==> src/rtl/regfile_wb_arbiter_pkg.sv <==
// -----------------------------------------------------------------------------
// regfile_wb_arbiter_pkg
//   Shared definitions for the register-file write-back arbiter slice:
//   register file geometry, the write-request record and the round-robin
//   pointer advance helper.
// -----------------------------------------------------------------------------
package regfile_wb_arbiter_pkg;

  // Register file geometry
  localparam int REG_COUNT = 32;
  localparam int ADDR_W    = $clog2(REG_COUNT);
  localparam int DATA_W    = 64;

  // One write-back request at the default register file geometry
  typedef struct packed {
    logic [ADDR_W-1:0] addr;
    logic [DATA_W-1:0] data;
  } wr_req_t;

  // Next round-robin pointer: the requester after the one just served
  function automatic int unsigned rr_next(input int unsigned idx,
                                          input int unsigned n);
    return (idx + 1 >= n) ? 0 : idx + 1;
  endfunction

endpackage

==> src/rtl/regfile_wb_arbiter_if.sv <==
// -----------------------------------------------------------------------------
// regfile_wb_arbiter_if
//   Bundle of the write-back requester handshakes, the register file write
//   port and the RAW hazard lookup.
//     req_valid/req_ready  per-requester handshake (N_REQ bits each)
//     req_addr/req_data    packed per-requester address / data
//     rf_wr_en/addr/data   register file write port
//     grant_idx            requester currently driving the write port
//     chk_addr0/1          hazard lookup addresses (rs1/rs2)
//     chk_busy0/1          held, uncommitted write targets chk_addrK
//   master: requesters + issue logic; slave: the arbiter.
// -----------------------------------------------------------------------------
interface regfile_wb_arbiter_if #(
  parameter int N_REQ  = 2,
  parameter int ADDR_W = regfile_wb_arbiter_pkg::ADDR_W,
  parameter int DATA_W = regfile_wb_arbiter_pkg::DATA_W
);
  localparam int IDX_W = (N_REQ > 1) ? $clog2(N_REQ) : 1;

  logic [N_REQ-1:0]        req_valid;
  logic [N_REQ-1:0]        req_ready;
  logic [N_REQ*ADDR_W-1:0] req_addr;
  logic [N_REQ*DATA_W-1:0] req_data;

  logic                    rf_wr_en;
  logic [ADDR_W-1:0]       rf_wr_addr;
  logic [DATA_W-1:0]       rf_wr_data;
  logic [IDX_W-1:0]        grant_idx;

  logic [ADDR_W-1:0]       chk_addr0;
  logic [ADDR_W-1:0]       chk_addr1;
  logic                    chk_busy0;
  logic                    chk_busy1;

  modport master (
    output req_valid, req_addr, req_data, chk_addr0, chk_addr1,
    input  req_ready, rf_wr_en, rf_wr_addr, rf_wr_data, grant_idx,
           chk_busy0, chk_busy1
  );

  modport slave (
    input  req_valid, req_addr, req_data, chk_addr0, chk_addr1,
    output req_ready, rf_wr_en, rf_wr_addr, rf_wr_data, grant_idx,
           chk_busy0, chk_busy1
  );

endinterface

==> src/rtl/regfile_wb_arbiter_rr_arbiter.sv <==
// -----------------------------------------------------------------------------
// rr_arbiter
//   N-way round-robin priority picker. Purely combinational.
//     req        request vector
//     ptr        index of the highest-priority requester
//     grant      one-hot grant (all zero when nothing requests)
//     grant_idx  encoded grant index (0 when nothing requests)
//   The search starts at ptr and walks upward with wrap-around.
// -----------------------------------------------------------------------------
module rr_arbiter #(
  parameter  int N     = 2,
  localparam int IDX_W = (N > 1) ? $clog2(N) : 1
) (
  input  logic [N-1:0]     req,
  input  logic [IDX_W-1:0] ptr,
  output logic [N-1:0]     grant,
  output logic [IDX_W-1:0] grant_idx
);

  always_comb begin
    logic             found;
    logic [IDX_W-1:0] idx;
    // NOTE: every variable assigned here gets a default first, so no path
    // through the loop can leave one unassigned and infer a latch.
    grant     = '0;
    grant_idx = '0;
    found     = 1'b0;
    idx       = '0;
    for (int k = 0; k < N; k++) begin
      idx = IDX_W'((int'(ptr) + k) % N);
      if (!found && req[idx]) begin
        found     = 1'b1;
        grant[idx] = 1'b1;
        grant_idx = idx;
      end
    end
  end

endmodule

==> src/rtl/regfile_wb_arbiter.sv <==
// -----------------------------------------------------------------------------
// regfile_wb_arbiter
//   Shares the register file's single write port between N_REQ write-back
//   requesters. Each requester owns a one-entry holding register; a
//   round-robin arbiter drains one held write per cycle straight onto the
//   write port, and busy flags expose held writes to the issue logic.
//     clk, reset  clock, asynchronous active-high reset
//     bus         regfile_wb_arbiter_if.slave (handshakes, write port,
//                 hazard lookup)
//   Parameters: N_REQ (2..4), DATA_W, ADDR_W, ZERO_DISCARD (drop writes to
//   register 0 at the handshake).
// -----------------------------------------------------------------------------
module regfile_wb_arbiter #(
  parameter int N_REQ        = 2,
  parameter int DATA_W       = regfile_wb_arbiter_pkg::DATA_W,
  parameter int ADDR_W       = regfile_wb_arbiter_pkg::ADDR_W,
  parameter int ZERO_DISCARD = 1
) (
  input  logic                    clk,
  input  logic                    reset,
  regfile_wb_arbiter_if.slave     bus
);
  import regfile_wb_arbiter_pkg::*;

  localparam int IDX_W = (N_REQ > 1) ? $clog2(N_REQ) : 1;

  typedef struct packed {
    logic [ADDR_W-1:0] addr;
    logic [DATA_W-1:0] data;
  } hold_t;

  logic [N_REQ-1:0] hold_valid_q;
  hold_t            hold_q [N_REQ];
  logic [IDX_W-1:0] rr_ptr_q;

  logic [N_REQ-1:0] grant;
  logic [IDX_W-1:0] grant_idx;
  logic [N_REQ-1:0] accept;
  logic [N_REQ-1:0] keep;
  logic             rf_wr_en;

  rr_arbiter #(.N(N_REQ)) u_rr_arbiter (
    .req       (hold_valid_q),
    .ptr       (rr_ptr_q),
    .grant     (grant),
    .grant_idx (grant_idx)
  );

  // A slot draining this cycle can take a new write at the same edge.
  assign bus.req_ready = ~hold_valid_q | grant;

  // keep=0 marks a handshaken write to register 0 that is silently dropped.
  always_comb begin
    accept = '0;
    keep   = '0;
    for (int i = 0; i < N_REQ; i++) begin
      accept[i] = bus.req_valid[i] && bus.req_ready[i];
      keep[i]   = !((ZERO_DISCARD != 0) &&
                    (bus.req_addr[i*ADDR_W +: ADDR_W] == '0));
    end
  end

  // NOTE: state registers use non-blocking assignments so every flop samples
  // pre-edge values regardless of block evaluation order.
  always_ff @(posedge clk or posedge reset) begin
    if (reset) begin
      hold_valid_q <= '0;
      rr_ptr_q     <= '0;
    end else begin
      for (int i = 0; i < N_REQ; i++) begin
        if (accept[i]) begin
          hold_valid_q[i] <= keep[i];
        end else if (grant[i]) begin
          hold_valid_q[i] <= 1'b0;
        end
      end
      if (|hold_valid_q) begin
        rr_ptr_q <= IDX_W'(rr_next(32'(grant_idx), N_REQ));
      end
    end
  end

  // NOTE: the hold payload has no reset; it is only ever observed through
  // hold_valid_q, which is reset, so resetting it would only cost wiring.
  always_ff @(posedge clk) begin
    for (int i = 0; i < N_REQ; i++) begin
      if (accept[i]) begin
        hold_q[i] <= '{addr: bus.req_addr[i*ADDR_W +: ADDR_W],
                       data: bus.req_data[i*DATA_W +: DATA_W]};
      end
    end
  end

  // Write port is driven straight from the granted hold; the register file
  // commits at the same edge that clears the grant.
  assign rf_wr_en       = |hold_valid_q;
  assign bus.rf_wr_en   = rf_wr_en;
  assign bus.rf_wr_addr = rf_wr_en ? hold_q[grant_idx].addr : '0;
  assign bus.rf_wr_data = rf_wr_en ? hold_q[grant_idx].data : '0;
  assign bus.grant_idx  = grant_idx;

  // The entry draining this cycle still counts: the register file only
  // holds the new value after the edge. Register 0 never reaches a hold
  // when discarding, so it can never read busy.
  always_comb begin
    bus.chk_busy0 = 1'b0;
    bus.chk_busy1 = 1'b0;
    for (int i = 0; i < N_REQ; i++) begin
      if (hold_valid_q[i] && (hold_q[i].addr == bus.chk_addr0)) bus.chk_busy0 = 1'b1;
      if (hold_valid_q[i] && (hold_q[i].addr == bus.chk_addr1)) bus.chk_busy1 = 1'b1;
    end
  end

endmodule

==> src/flat_wrapper.sv <==
// flat-port wrapper written by rule: the top's interface ports become plain ports
module regfile_wb_arbiter_flat import regfile_wb_arbiter_pkg::*;
#(
  parameter int N_REQ        = 2,
  parameter int DATA_W       = regfile_wb_arbiter_pkg::DATA_W,
  parameter int ADDR_W       = regfile_wb_arbiter_pkg::ADDR_W,
  parameter int ZERO_DISCARD = 1
)
  (clk, reset, bus_req_valid, bus_req_addr, bus_req_data, bus_chk_addr0, bus_chk_addr1, bus_req_ready, bus_rf_wr_en, bus_rf_wr_addr, bus_rf_wr_data, bus_grant_idx, bus_chk_busy0, bus_chk_busy1);
  regfile_wb_arbiter_if #(.N_REQ(N_REQ), .ADDR_W(ADDR_W), .DATA_W(DATA_W)) bus_i ();
  input  logic clk;
  input  logic reset;
  input wire logic [$bits(bus_i.req_valid)-1:0] bus_req_valid;
  input wire logic [$bits(bus_i.req_addr)-1:0] bus_req_addr;
  input wire logic [$bits(bus_i.req_data)-1:0] bus_req_data;
  input wire logic [$bits(bus_i.chk_addr0)-1:0] bus_chk_addr0;
  input wire logic [$bits(bus_i.chk_addr1)-1:0] bus_chk_addr1;
  output wire logic [$bits(bus_i.req_ready)-1:0] bus_req_ready;
  output wire logic [$bits(bus_i.rf_wr_en)-1:0] bus_rf_wr_en;
  output wire logic [$bits(bus_i.rf_wr_addr)-1:0] bus_rf_wr_addr;
  output wire logic [$bits(bus_i.rf_wr_data)-1:0] bus_rf_wr_data;
  output wire logic [$bits(bus_i.grant_idx)-1:0] bus_grant_idx;
  output wire logic [$bits(bus_i.chk_busy0)-1:0] bus_chk_busy0;
  output wire logic [$bits(bus_i.chk_busy1)-1:0] bus_chk_busy1;
  assign bus_i.req_valid = bus_req_valid;
  assign bus_i.req_addr = bus_req_addr;
  assign bus_i.req_data = bus_req_data;
  assign bus_i.chk_addr0 = bus_chk_addr0;
  assign bus_i.chk_addr1 = bus_chk_addr1;
  assign bus_req_ready = bus_i.req_ready;
  assign bus_rf_wr_en = bus_i.rf_wr_en;
  assign bus_rf_wr_addr = bus_i.rf_wr_addr;
  assign bus_rf_wr_data = bus_i.rf_wr_data;
  assign bus_grant_idx = bus_i.grant_idx;
  assign bus_chk_busy0 = bus_i.chk_busy0;
  assign bus_chk_busy1 = bus_i.chk_busy1;
  regfile_wb_arbiter #(.N_REQ(N_REQ), .DATA_W(DATA_W), .ADDR_W(ADDR_W), .ZERO_DISCARD(ZERO_DISCARD)) u_core (.clk(clk), .reset(reset), .bus(bus_i));
endmodule
==> config.mk <==
export PLATFORM = sky130hd
export DESIGN_NAME = regfile_wb_arbiter_flat
export DESIGN_NICKNAME = d
export VERILOG_FILES = /design/src/rtl/regfile_wb_arbiter_pkg.sv /design/src/rtl/regfile_wb_arbiter_if.sv /design/src/rtl/regfile_wb_arbiter_rr_arbiter.sv /design/src/rtl/regfile_wb_arbiter.sv /design/src/flat_wrapper.sv
export SDC_FILE = /design/constraint.sdc
export NUM_CORES = 1
export LEC_CHECK = 0
export CAP_MARGIN = 5
export CORE_ASPECT_RATIO = 0.8
export CORE_MARGIN = 8
export CORE_UTILIZATION = 40
export DETAILED_ROUTE_END_ITERATION = 12
export HOLD_SLACK_MARGIN = 0.02
export PLACE_DENSITY = 0.88
export SYNTH_ARGS = -nofsm -noshare
export SYNTH_HDL_FRONTEND = slang
export SYNTH_SLANG_ARGS = --single-unit
==> constraint.sdc <==
create_clock -name clk -period 2.8 [get_ports clk]
set_input_delay 0.56 -clock clk [delete_from_list [all_inputs] [get_ports clk]]
set_output_delay 0.56 -clock clk [all_outputs]
set_load 0.02 [all_outputs]
After elaboration in Yosys (flattened, before gate mapping)
Memories as Yosys holds them, arrays and structs flattened.
Cells that the tools add are included.
{"block": "op_classes", "n_addsub": 2, "order_cmp": 5, "n_eq_ne": 4, "n_mux": 28, "n_bitwise": 3, "reduce_logical": 17}
{"operator": "$mux 64", "count": 1}
{"operator": "$mux 1", "count": 22}
{"operator": "$eq 5x5->1", "count": 4}
{"operator": "$logic_not 5->1", "count": 2}
{"operator": "$logic_and 1x1->1", "count": 9}
{"operator": "$mux 5", "count": 1}
{"operator": "$lt 1x2->1 const B", "count": 2}
{"operator": "$mux 2", "count": 2}
{"operator": "$or 2x2->2", "count": 2}
{"operator": "$reduce_bool 2->1", "count": 2}
{"operator": "$logic_not 1->1", "count": 3}
{"operator": "$add 1x1->2 const B", "count": 1}
{"operator": "$demux 1 s1", "count": 2}
{"operator": "$ge 1x1->1 const B", "count": 2}
{"operator": "$ge 2x2->1 const B", "count": 1}
{"operator": "$not 2->2", "count": 1}
{"operator": "$reduce_or 2->1", "count": 1}
{"operator": "$add 1x1->1 const B", "count": 1}
{"block": "word_totals", "register_bits": 3, "ram_bits": 138, "out_inout_bits": 75, "memories": 1}
{"memory": "u_core.hold_q", "words": 2, "width": 69, "read_ports": 3, "rd_ports_with_merged_regs": 0, "write_ports": 2, "line": "regfile_wb_arbiter.sv:33", "rtl": "hold_t hold_q [N_REQ];"}

Depth between registers and ports, before layout
{"block": "depth", "depth_word": 11, "depth_mapped": 6, "mapped_depth_nobuf": 3}

Hierarchy
From an unflattened synthesis, not the netlist that was laid out.
{"block": "unflattened", "cells_unflattened": 343, "hier_area_um2": 5599.1}
{"module": "regfile_wb_arbiter", "instances": 1, "cells_per_inst": 339, "area_each_um2": 5569.1, "seq_area_each_um2": 4219.0}
{"module": "rr_arbiter", "instances": 1, "cells_per_inst": 4, "area_each_um2": 30.0, "seq_area_each_um2": 0.0}

Worst setup path after synthesis
Ideal clock, no wire load.
{"block": "synth_path", "path_kind": "flip-flop to flip-flop", "from": "register u_core.hold_valid_q[1]", "to": "memory u_core.hold_q[0][0] (netlist bit) (enable)", "arrival_ns": 2.458, "required_ns": 2.366, "slack_ns": -0.092, "stages_incl_launch_ff": 4, "n_path_buf": 1, "cell_sequence": "dfrtp_1 buf_2 nand3_1 and2_1"}
{"element": "start: declaration", "line": "regfile_wb_arbiter.sv:32", "rtl": "logic [N_REQ-1:0] hold_valid_q;"}
{"element": "start signal: indexed assignment", "line": "regfile_wb_arbiter.sv:72", "rtl": "hold_valid_q[i] <= keep[i];"}
{"element": "end: declaration", "line": "regfile_wb_arbiter.sv:33"}

Worst setup path in the final report
{"block": "layout_path", "from": "register u_core.hold_valid_q[0]", "to": "output port bus_grant_idx"}
{"block": "layout_between", "elab_chain_len": 6}
{"element": "$mux 1 (not written as such) (2 in series)", "line": "regfile_wb_arbiter_rr_arbiter.sv:31", "rtl": "if (!found && req[idx]) begin"}
{"element": "$mux 1", "line": "regfile_wb_arbiter_rr_arbiter.sv:31"}
{"element": "$logic_not 1->1", "line": "regfile_wb_arbiter_rr_arbiter.sv:31"}
{"element": "$logic_and 1x1->1", "line": "regfile_wb_arbiter_rr_arbiter.sv:31"}
{"element": "$mux 1 (*)", "line": "regfile_wb_arbiter_rr_arbiter.sv:31"}
{"element": "end: declaration", "line": "flat_wrapper.sv:22", "rtl": "output wire logic [$bits(bus_i.grant_idx)-1:0] bus_grant_idx;"}
Every way passes the cells marked *; elsewhere a longest branch is shown, timed or not. The select of a mux whose other input is x is not followed.

==> qor.yml <==
worst-endpoint-required_ns: 2.24
slew_viol_final: 0
clockRootBuffer: "clkbuf_16"
p_clk_frac: 0.283
wl_per_cell_um: 20.3
cp-end-kind: "output port"
core_area_um2: 14400
hold_buffers: 0
stdcell_count: 842
syn-cell-area_um2: 5930
synth_nets: 578
p_per_area_nw_per_um2: 829
rsz0062_at_grt: "no"
crit_arrival_ns: 2.12
final_nets: 797
drt_iter0_markers: 246
power.internal_uw: 4870
path_clk_slew_ns: 0.06
maxCapViolations: 0
numCtsBuffers: 17
grt_max_degree: 76
avgSynthCellArea_um2: 13.9
avgViaCountPerCell: 5.15
worst_clock_skew_ns: 0.0142
finalCritPeriodShare: 0.957
peakVddDrop_mv: 0.465
grt_overflow: 0
antenna_cells: 0
setup_tns_ns: 0
cts.path.max_buffers: 2
maxSlewHeadroom: 0.329
dr.pass1.iters: 4
path_class: "flop to output port"
htreeDepth: 4
fmax_ghz: 0.373
synth_cells: 426
drc: 0
place_inst: 810
die-area_um2: 19000
place.port_buffers: 226
final_core_util: 0.619
switchingPower_uw: 2520
ant_nets: 0
area_growth_pct: 50.3
yosysWarningCount: 0
antenna_found_initial: 0
hold_path_class: "input port to asynchronous set/reset pin"
grt_pass1_wl_mm: 26.1
rows: 39
gp_congestion: 0.868
synth_cell_type_count: 18
num_vias: 4334
drive_above_1_share: 0.166
place_hpwl_mm: 11.7
cts_tree: "yes"
synth-seq-cells: 141
grt.total_usage: 0.177
post-cts-setup-buffers: 0
hold_viol: 0
initial_core_util: 0.412
p_leak_uw: 0.00361
die_x_um: 152
die_y_um: 125
seq_area_frac_synth: 0.712
wl_mm: 17.1
combPwrFrac: 0.344
status: "completed"
p_seq_frac: 0.372
tightestPinTransition_ns: 1.01
fin_crit_ns: 2.68
crit_path_max_fanout: 40
switching_share: 0.342
clk_latency_ns: 0.42
grt_pass1_vias: 4711
io-pin-count: 227
crit_path_start_kind: "flop"
fill_cells: 1102
clock_sinks: 141
finalSetupViolCount: 0
-- timing repair --
| item | 4_1_cts | 5_1_grt |
|---|---|---|
| resized for setup | 42 | 31 |
| cloned | 0 | 0 |
| endpoints found under the setup margin | 57 | 31 |
-- state kept, by name, summed over array words and instances, names as in the netlist --
name / flops
u_core.hold_q: 138
u_core.hold_valid_q: 2
u_core.rr_ptr_q: 1
-- cell families after synthesis --
group           after synthesis  synth area share
buf+inv                      34            0.0325
flops                       141             0.712
compound gates               74             0.107
xor+xnor                     20            0.0295
simple gates                157             0.120
-- cell usage in the layout, fill, tap and decap left out, drive strengths merged --
cell / count
or2: 1
nand3: 71
nand4: 4
clkinvlp: 6
o22ai: 2
buf: 6
o21ai: 72
dlygate4sd2: 40
edfxtp: 138
inv: 4
xnor2: 20
dfrtp: 3
nand2b: 1
and2: 3
clkdlybuf4s50: 155
bufinv: 1
clkbuf: 18
or4: 2
nand2: 75
clkinv: 5
dlymetal6s2s: 31
-- metal layers --
layer,vias up,share of wire,GRT usage
li1,2022,-,-
met1,2120,0.40,0.203
met2,170,0.51,0.302
met3,22,0.073,0.0617
met4,0,0.016,0.0639
met5,-,0,0
-- final timing paths --
path	startpoint	to	slack (ns)	cells past startpoint
setup / recovery	u_core.hold_valid_q[0]	bus_grant_idx	0.12	4
hold / removal	reset	u_core.rr_ptr_q	0.34	2
setup reg to reg	u_core.hold_valid_q[0]	u_core.hold_q[1][60]	0.63	3
hold reg to reg	u_core.rr_ptr_q	u_core.rr_ptr_q	0.58	2
max in group asynchronous	reset	u_core.hold_valid_q[0]	2.32	2
min in group clk	u_core.rr_ptr_q	u_core.rr_ptr_q	0.58	2
-- per-stage QoR --
step	power, µW	setup slack (ns)	area, µm²	hold slack [ns]
after detailed placement	5540	0.0628	8330	0.574
after global routing	7720	0.0472	8910	0.332
final	7390	0.119	8910	0.335
after global placement	5480	0.121	8330	0.549
after CTS	7510	0.0000362	8840	0.332
after floorplan	4320	0.653	5930	0.314
-- worst max-delay path, cell delays in order (launching register included) --
cell and delay, ns:
dfrtp_2 0.43, nand2b_2 0.11, and2_4 0.17, buf_12 0.26, clkdlybuf4s50_1 0.68
-- cells in the mapped netlist (all sizes together) --
master,count,area [µm²]
nand3,71,355
or2,1,6.26
nand4,4,25.0
nand2b,1,6.26
xnor2,20,175
clkbuf,20,75.1
or4,2,15.0
edfxtp,138,4140
o21ai,72,619
buf,12,110
dfrtp,3,75.1
and2,3,21.3
o22ai,2,12.5
inv,2,7.51
nand2,75,282
-- layout make-up --
cell class	count	area (µm²)	share of cell area
multi-input cells	251	1530	0.171
flip-flops and latches	141	4220	0.474
inverters	2	7.51	0.000842
clock buffers	18	429	0.0481
repair buffers	232	2380	0.267
clock inverters	14	121	0.0136
well taps	184	230	0.0258
-- power by group through the flow --
stage	registers, µW	logic [µW]	clock network, µW
final	2750	2540	2090
after global routing	2770	2730	2220
after CTS	2750	2620	2130
after detailed placement	2790	2750	0
after global placement	2780	2700	0
after floorplan	2760	1560	0
No activity file was read; power rests on OpenSTA's default activity.
